## config.mk

```make
export PLATFORM = sky130hd
export DESIGN_NAME = therm_enc_pipe
export DESIGN_NICKNAME = d
export VERILOG_FILES = /design/src/rtl/therm_enc_pkg.sv /design/src/rtl/therm_or_tree.sv /design/src/rtl/therm_enc_pipe.sv
export SDC_FILE = /design/constraint.sdc
export NUM_CORES = 1
export LEC_CHECK = 0
export CORE_MARGIN = 2
export CORE_UTILIZATION = 45
export CTS_BUF_LIST = sky130_fd_sc_hd__clkbuf_8
export CTS_CLUSTER_DIAMETER = 80
export DETAILED_ROUTE_END_ITERATION = 7
export PLACE_DENSITY = 0.76
export SYNTH_ARGS = -nofsm -noshare
export SYNTH_HDL_FRONTEND = slang
export SYNTH_HIERARCHICAL = 1
export SYNTH_SLANG_ARGS = --single-unit
```

## constraint.sdc

```tcl
create_clock -name clk -period 2.5 [get_ports clk]
set_clock_uncertainty 0.2 [all_clocks]
set_input_delay 0.625 -clock clk [delete_from_list [all_inputs] [get_ports clk]]
set_output_delay 0.625 -clock clk [all_outputs]
set_load 0.005 [all_outputs]
```

## src/rtl/therm_enc_pkg.sv

```systemverilog
// Shared helpers for the flash-ADC thermometer encoder: majority vote, latency math, default width.
package therm_enc_pkg;

    localparam int unsigned NBITS_DFLT = 6;
    localparam int unsigned W          = 2 ** NBITS_DFLT;

    function automatic logic maj3(input logic a, input logic b, input logic c);
        return (a & b) | (a & c) | (b & c);
    endfunction

    // Input register + bubble-fix register + one register per REG_EVERY tree levels.
    function automatic int unsigned enc_latency(input int unsigned nbits, input int unsigned reg_every);
        return 2 + (nbits + reg_every - 1) / reg_every;
    endfunction

endpackage

```

## src/rtl/therm_or_tree.sv

```systemverilog
// Pipelined OR fat tree: one-hot (or residual multi-hot) word -> OR of hot indices, plus all-zero flag.
module therm_or_tree #(
    parameter int unsigned NBITS     = 6,
    parameter int unsigned REG_EVERY = 2
) (
    input  logic                  clk,
    input  logic                  rst_n,
    input  logic [2**NBITS-1:0]   hot,
    output logic [NBITS-1:0]      code,
    output logic                  zero
);

    localparam int unsigned NW = 1 << NBITS;

    // Each node carries the partial index code of its subtree and a "no bit hot" flag.
    // Tracking "none" instead of "any" lets every pipeline register reset to zero.
    for (genvar l = 0; l <= NBITS; l++) begin : g_lvl
        localparam int unsigned NN = NW >> l;
        logic [NN-1:0]    none;
        logic [NBITS-1:0] part [NN];

        if (l == 0) begin : g_leaf
            assign none = ~hot;
            for (genvar j = 0; j < NN; j++) begin : g_zero
                assign part[j] = '0;
            end
        end else begin : g_node
            localparam logic [NBITS-1:0] BIT = NBITS'(1) << (l - 1);
            logic [NN-1:0]    none_c;
            logic [NBITS-1:0] part_c [NN];

            // The right child holds indices with bit (l-1) set.
            for (genvar j = 0; j < NN; j++) begin : g_pair
                assign none_c[j] = g_lvl[l-1].none[2*j] & g_lvl[l-1].none[2*j+1];
                assign part_c[j] = g_lvl[l-1].part[2*j] | g_lvl[l-1].part[2*j+1]
                                 | (g_lvl[l-1].none[2*j+1] ? '0 : BIT);
            end

            if ((l % REG_EVERY == 0) || (l == NBITS)) begin : g_reg
                always_ff @(posedge clk or negedge rst_n) begin
                    if (!rst_n) begin
                        none <= '0;
                        part <= '{default: '0};
                    end else begin
                        none <= none_c;
                        part <= part_c;
                    end
                end
            end else begin : g_comb
                assign none = none_c;
                assign part = part_c;
            end
        end
    end

    assign code = g_lvl[NBITS].part[0];
    assign zero = g_lvl[NBITS].none[0];

endmodule

```

## src/rtl/therm_enc_pipe.sv

```systemverilog
// Flash-ADC back end: bubble-corrected thermometer-to-binary encoder with flags and bubble counter.
module therm_enc_pipe
    import therm_enc_pkg::*;
#(
    parameter int unsigned NBITS     = 6,
    parameter int unsigned REG_EVERY = 2,
    parameter int unsigned CNTW      = 16
) (
    input  logic                  clk,
    input  logic                  rst_n,
    input  logic [2**NBITS-1:0]   in,
    input  logic                  in_vld,
    input  logic                  cnt_clr,
    output logic [NBITS-1:0]      code,
    output logic                  out_vld,
    output logic                  ovr,
    output logic                  udr,
    output logic                  bub,
    output logic [CNTW-1:0]       bub_cnt
);

    localparam int unsigned NW  = 1 << NBITS;
    localparam int unsigned NST = enc_latency(NBITS, REG_EVERY) - 2;

    logic [NW-1:0] s0_t;
    logic          s0_vld;
    logic [NW-1:0] fix_c;
    logic [NW-1:0] hot_c;
    logic [NW-1:0] s1_hot;
    logic          s1_vld;
    logic          s1_ovr;
    logic          s1_bub;
    logic [NST-1:0] vld_dl;
    logic [NST-1:0] ovr_dl;
    logic [NST-1:0] bub_dl;

    // S0: unconditional input capture
    always_ff @(posedge clk or negedge rst_n) begin
        if (!rst_n) begin
            s0_t   <= '0;
            s0_vld <= 1'b0;
        end else begin
            s0_t   <= in;
            s0_vld <= in_vld;
        end
    end

    // 3-input majority with edge replication at both ends of the word
    for (genvar i = 0; i < NW; i++) begin : g_fix
        localparam int unsigned LO = (i == 0) ? 0 : i - 1;
        localparam int unsigned HI = (i == NW - 1) ? NW - 1 : i + 1;
        assign fix_c[i] = maj3(s0_t[LO], s0_t[i], s0_t[HI]);
    end

    assign hot_c = fix_c & ~{1'b0, fix_c[NW-1:1]};

    // S1: one-hot and flags of the corrected word
    always_ff @(posedge clk or negedge rst_n) begin
        if (!rst_n) begin
            s1_hot <= '0;
            s1_vld <= 1'b0;
            s1_ovr <= 1'b0;
            s1_bub <= 1'b0;
        end else begin
            s1_hot <= hot_c;
            s1_vld <= s0_vld;
            s1_ovr <= &fix_c;
            s1_bub <= |(s0_t ^ fix_c);
        end
    end

    therm_or_tree #(
        .NBITS     (NBITS),
        .REG_EVERY (REG_EVERY)
    ) u_tree (
        .clk   (clk),
        .rst_n (rst_n),
        .hot   (s1_hot),
        .code  (code),
        .zero  (udr)
    );

    // Sideband delay lines matched to the tree pipeline depth
    always_ff @(posedge clk or negedge rst_n) begin
        if (!rst_n) begin
            vld_dl <= '0;
            ovr_dl <= '0;
            bub_dl <= '0;
        end else begin
            vld_dl <= NST'({vld_dl, s1_vld});
            ovr_dl <= NST'({ovr_dl, s1_ovr});
            bub_dl <= NST'({bub_dl, s1_bub});
        end
    end

    assign out_vld = vld_dl[NST-1];
    assign ovr     = ovr_dl[NST-1];
    assign bub     = bub_dl[NST-1];

    // Saturating bubble-event counter, clear wins over increment
    always_ff @(posedge clk or negedge rst_n) begin
        if (!rst_n) begin
            bub_cnt <= '0;
        end else if (cnt_clr) begin
            bub_cnt <= '0;
        end else if (out_vld && bub && (bub_cnt != {CNTW{1'b1}})) begin
            bub_cnt <= bub_cnt + CNTW'(1);
        end
    end

endmodule
```

==> results.yml <==
run_status:
  outcome: "finished, final reports clean"
timing:
  hold_viol_final: 0
  slew_headroom_pct: 60.81
  fin_crit_sh_pct: 94.70
  drv_slew: 0
  tns_ps: 0
  timing.fmax_mhz: 422.4
  timing.hold.ws_ps: 143.8
  worst_slew_pin_slew_ps: 586.0
  setup_viol: 0
  rsz0062_at_grt: "no"
  period_needed_ps: 2368
routing:
  dr_total_vias: 6292
  drc_errors: 0
  drtIter0Drc: 559
  wl_microns: 22430
  via_per_inst: 5.332
  drt_pass1_iterations: 7
  ant_nets: 0
  wl_per_cell_microns: 19.01
placed_design:
  place.gp.congestion: 0.9721
  dpl.hpwl_microns: 16140
  port_buffers: 93
synthesis:
  ys_seq_elements: 232
  ys.flop_type: "dfrtp_1"
  netlist.area_leader.share_pct: 62.15
  synth_edf_count: 0
  netlist_top_cells_count: "232 x dfrtp_1, 55 x xnor2_1, 53 x a21oi_1"
  ys_async_sr_fraction_pct: 100.0
  netlist_top_cells_area: "dfrtp_1 62%, xnor2_1 5.2%, a21oi_1 2.8%"
  syn_avg_cell_area_sq_um: 11.62
  synth_cells: 804
  seq_area_frac_synth_pct: 62.15
  netlist-cell-type-count: 53
  yosysWarnings: 6
  syn_area_sq_um: 9341
  synth.most_common_cell: "dfrtp_1"
  mappedNetlistNets: 873
  yosys.area.top_type: "dfrtp_1"
setup_path:
  reg2reg_slack_ps: 340
  timing_worst_setup_path_type: "reg2out"
  start_kind: "register"
  critPathMaxFanout: 7
  path_cells: "clkdlybuf4s50_1"
  cpPeakStageDelay_ps: 550
  slowest_stage: "clkdlybuf4s50_1"
  reg2reg_depth: 5
  endpoint_kind: "output pin"
  worst_ep_arrival_time_ps: 1540
  cp.buffers_inverters: 1
  reg2reg_to: "s1_ovr"
  rr_startpoint: "s0_t[33]"
  critPathRequiredTime_ps: 1670
  crit_family: "buffers and inverters"
final_layout:
  areaGrowthSynthToFinish_pct: 19.66
  fin_util_pct: 55.07
  multi_input_area_sq_um: 3182
  n_antenna_cell: 0
  fill_cells: 1741
  drive_above_1_share_pct: 11.87
  fin_nets: 959
  seqCellArea_sq_um: 5806
floorplanning:
  ios: 94
  initial_core_util_pct: 46.02
  core_area_sq_um: 20300
  dieArea_sq_um: 21930
  fp.dieH_microns: 148.1
  rows: 52
  die_w_microns: 148.1
clock_network:
  root_buffer: "clkbuf_8"
  post_cts_resized: 0
  cts_buffer_depth: 3
  postCtsSetupRepairBufs: 0
  tritoncts: "done"
  cts_inserted_buffers: 37
  h-tree-depth: 2
  clock_latency_ps: 540
  cts.sink_count: 232
  path_clk_slew_ps: 60
global_route:
  grt_overflow_total: 0
  grt_pass1_vias: 6376
  grt_pass1_wl_microns: 35220
  grt_max_degree: 85
  grtUsageTotal_pct: 21.14
  antenna_found_initial: 0
power_and_ir_drop:
  powerDensity_nw_per_um2: 698.1
  peakVddDrop_mv: 0.3650
  p_leak_nw: 4.777
min_path:
  holdPathEnd: "bub_dl[1]"
  min_path_type: "reg2reg"
  hold_depth: 0
  min_from: "bub_dl[0]"
job:
  maxCapViolCount: 0
## layer usage
layer / routed length, microns / GRT usage [%]
met4: 874 / 9.048
met1: 9743 / 28.57
met5: 0 / 0
met2: 10440 / 33.73
met3: 1373 / 4.080
## cell type report
class                           instances  area share (%)
Sequential cell                       232           51.94
Multi-Input combinational cell        488           28.46
Timing Repair Buffer                  112           10.01
Clock buffer                           42           5.171
Tap cell                              270           3.022
Clock inverter                         17          0.7611
Inverter                               19          0.6380
## power by group
group | switching [mW] | leakage, nW | internal (mW) | total [mW]
Sequential | 0.241 | 2.86 | 3.99 | 4.23
Clock | 1.37 | 0.381 | 1.53 | 2.90
Combinational | 0.320 | 1.54 | 0.355 | 0.675
## flip-flops by register name (all words and copies together) (netlist names)
| name | count |
|---|---|
| bub_cnt | 16 |
| bub_dl | 3 |
| ovr_dl | 3 |
| s0_t | 64 |
| s0_vld | 1 |
| s1_bub | 1 |
| s1_hot | 64 |
| s1_ovr | 1 |
| s1_vld | 1 |
| u_tree/code | 6 |
| u_tree/g_lvl.none | 20 |
| u_tree/g_lvl.part | 48 |
| u_tree/zero | 1 |
| vld_dl | 3 |
## per-stage QoR
stage | instances | total power [mW] | instance area, sq um | setup WS, ps
2_1_floorplan | 804 | 4.584 | 9341 | 629.7
3_3_place_gp | 1120 | 4.959 | 10510 | 350.5
3_5_place_dp | 1120 | 4.971 | 10510 | 354.9
4_1_cts | 1180 | 7.926 | 11180 | 98.22
5_1_grt | 1180 | 8.210 | 11180 | 63.83
6_report | 1180 | 7.803 | 11180 | 132.4
## layout by cell type, fill, tap and decap left out, types with 14 or more instances in the layout
cell type,count
or4_1,14
nor4_1,35
nor2b_1,27
or2_2,32
nor3_1,21
a21oi_1,53
nand2b_1,42
clkdlybuf4s50_1,92
nor2_1,30
nand2_1,24
buf_4,15
nand4_1,15
nor3b_1,22
a32oi_1,14
dfrtp_1,232
xnor2_1,55
clkbuf_8,42
inv_1,29
## worst max path at each step
| stage | endpoint | cells past startpoint | slack (ps) | from |
|---|---|---|---|---|
| floorplan | bub_cnt[5] | 7 | 630 | bub_cnt[0] |
| global placement | s1_ovr | 5 | 350 | s0_t[33] |
| detailed placement | s1_ovr | 5 | 350 | s0_t[33] |
| CTS | bub_cnt[8] | 1 | 100 | bub_cnt[8] |
| global route | bub_cnt[3] | 1 | 60 | bub_cnt[3] |
| finish | bub_cnt[3] | 1 | 130 | bub_cnt[3] |
## cell families (layout without fill, tap and decap cells)
| family | after synthesis | count (layout) | synth area share, % |
|---|---|---|---|
| flops | 232 | 232 | 62.15 |
| xor+xnor | 67 | 67 | 6.282 |
| compound gates | 125 | 125 | 8.840 |
| simple gates | 294 | 294 | 18.68 |
| buf+inv | 84 | 190 | 3.791 |
| fa+ha+maj | 1 | 1 | 0.1339 |
| mux | 1 | 1 | 0.1205 |
## timing repair
item	in CTS	in global routing
endpoints found under the setup margin	0	0
hold buffers	1	0
endpoints found under the hold margin	105	0
No activity file was read; power rests on OpenSTA's default activity.
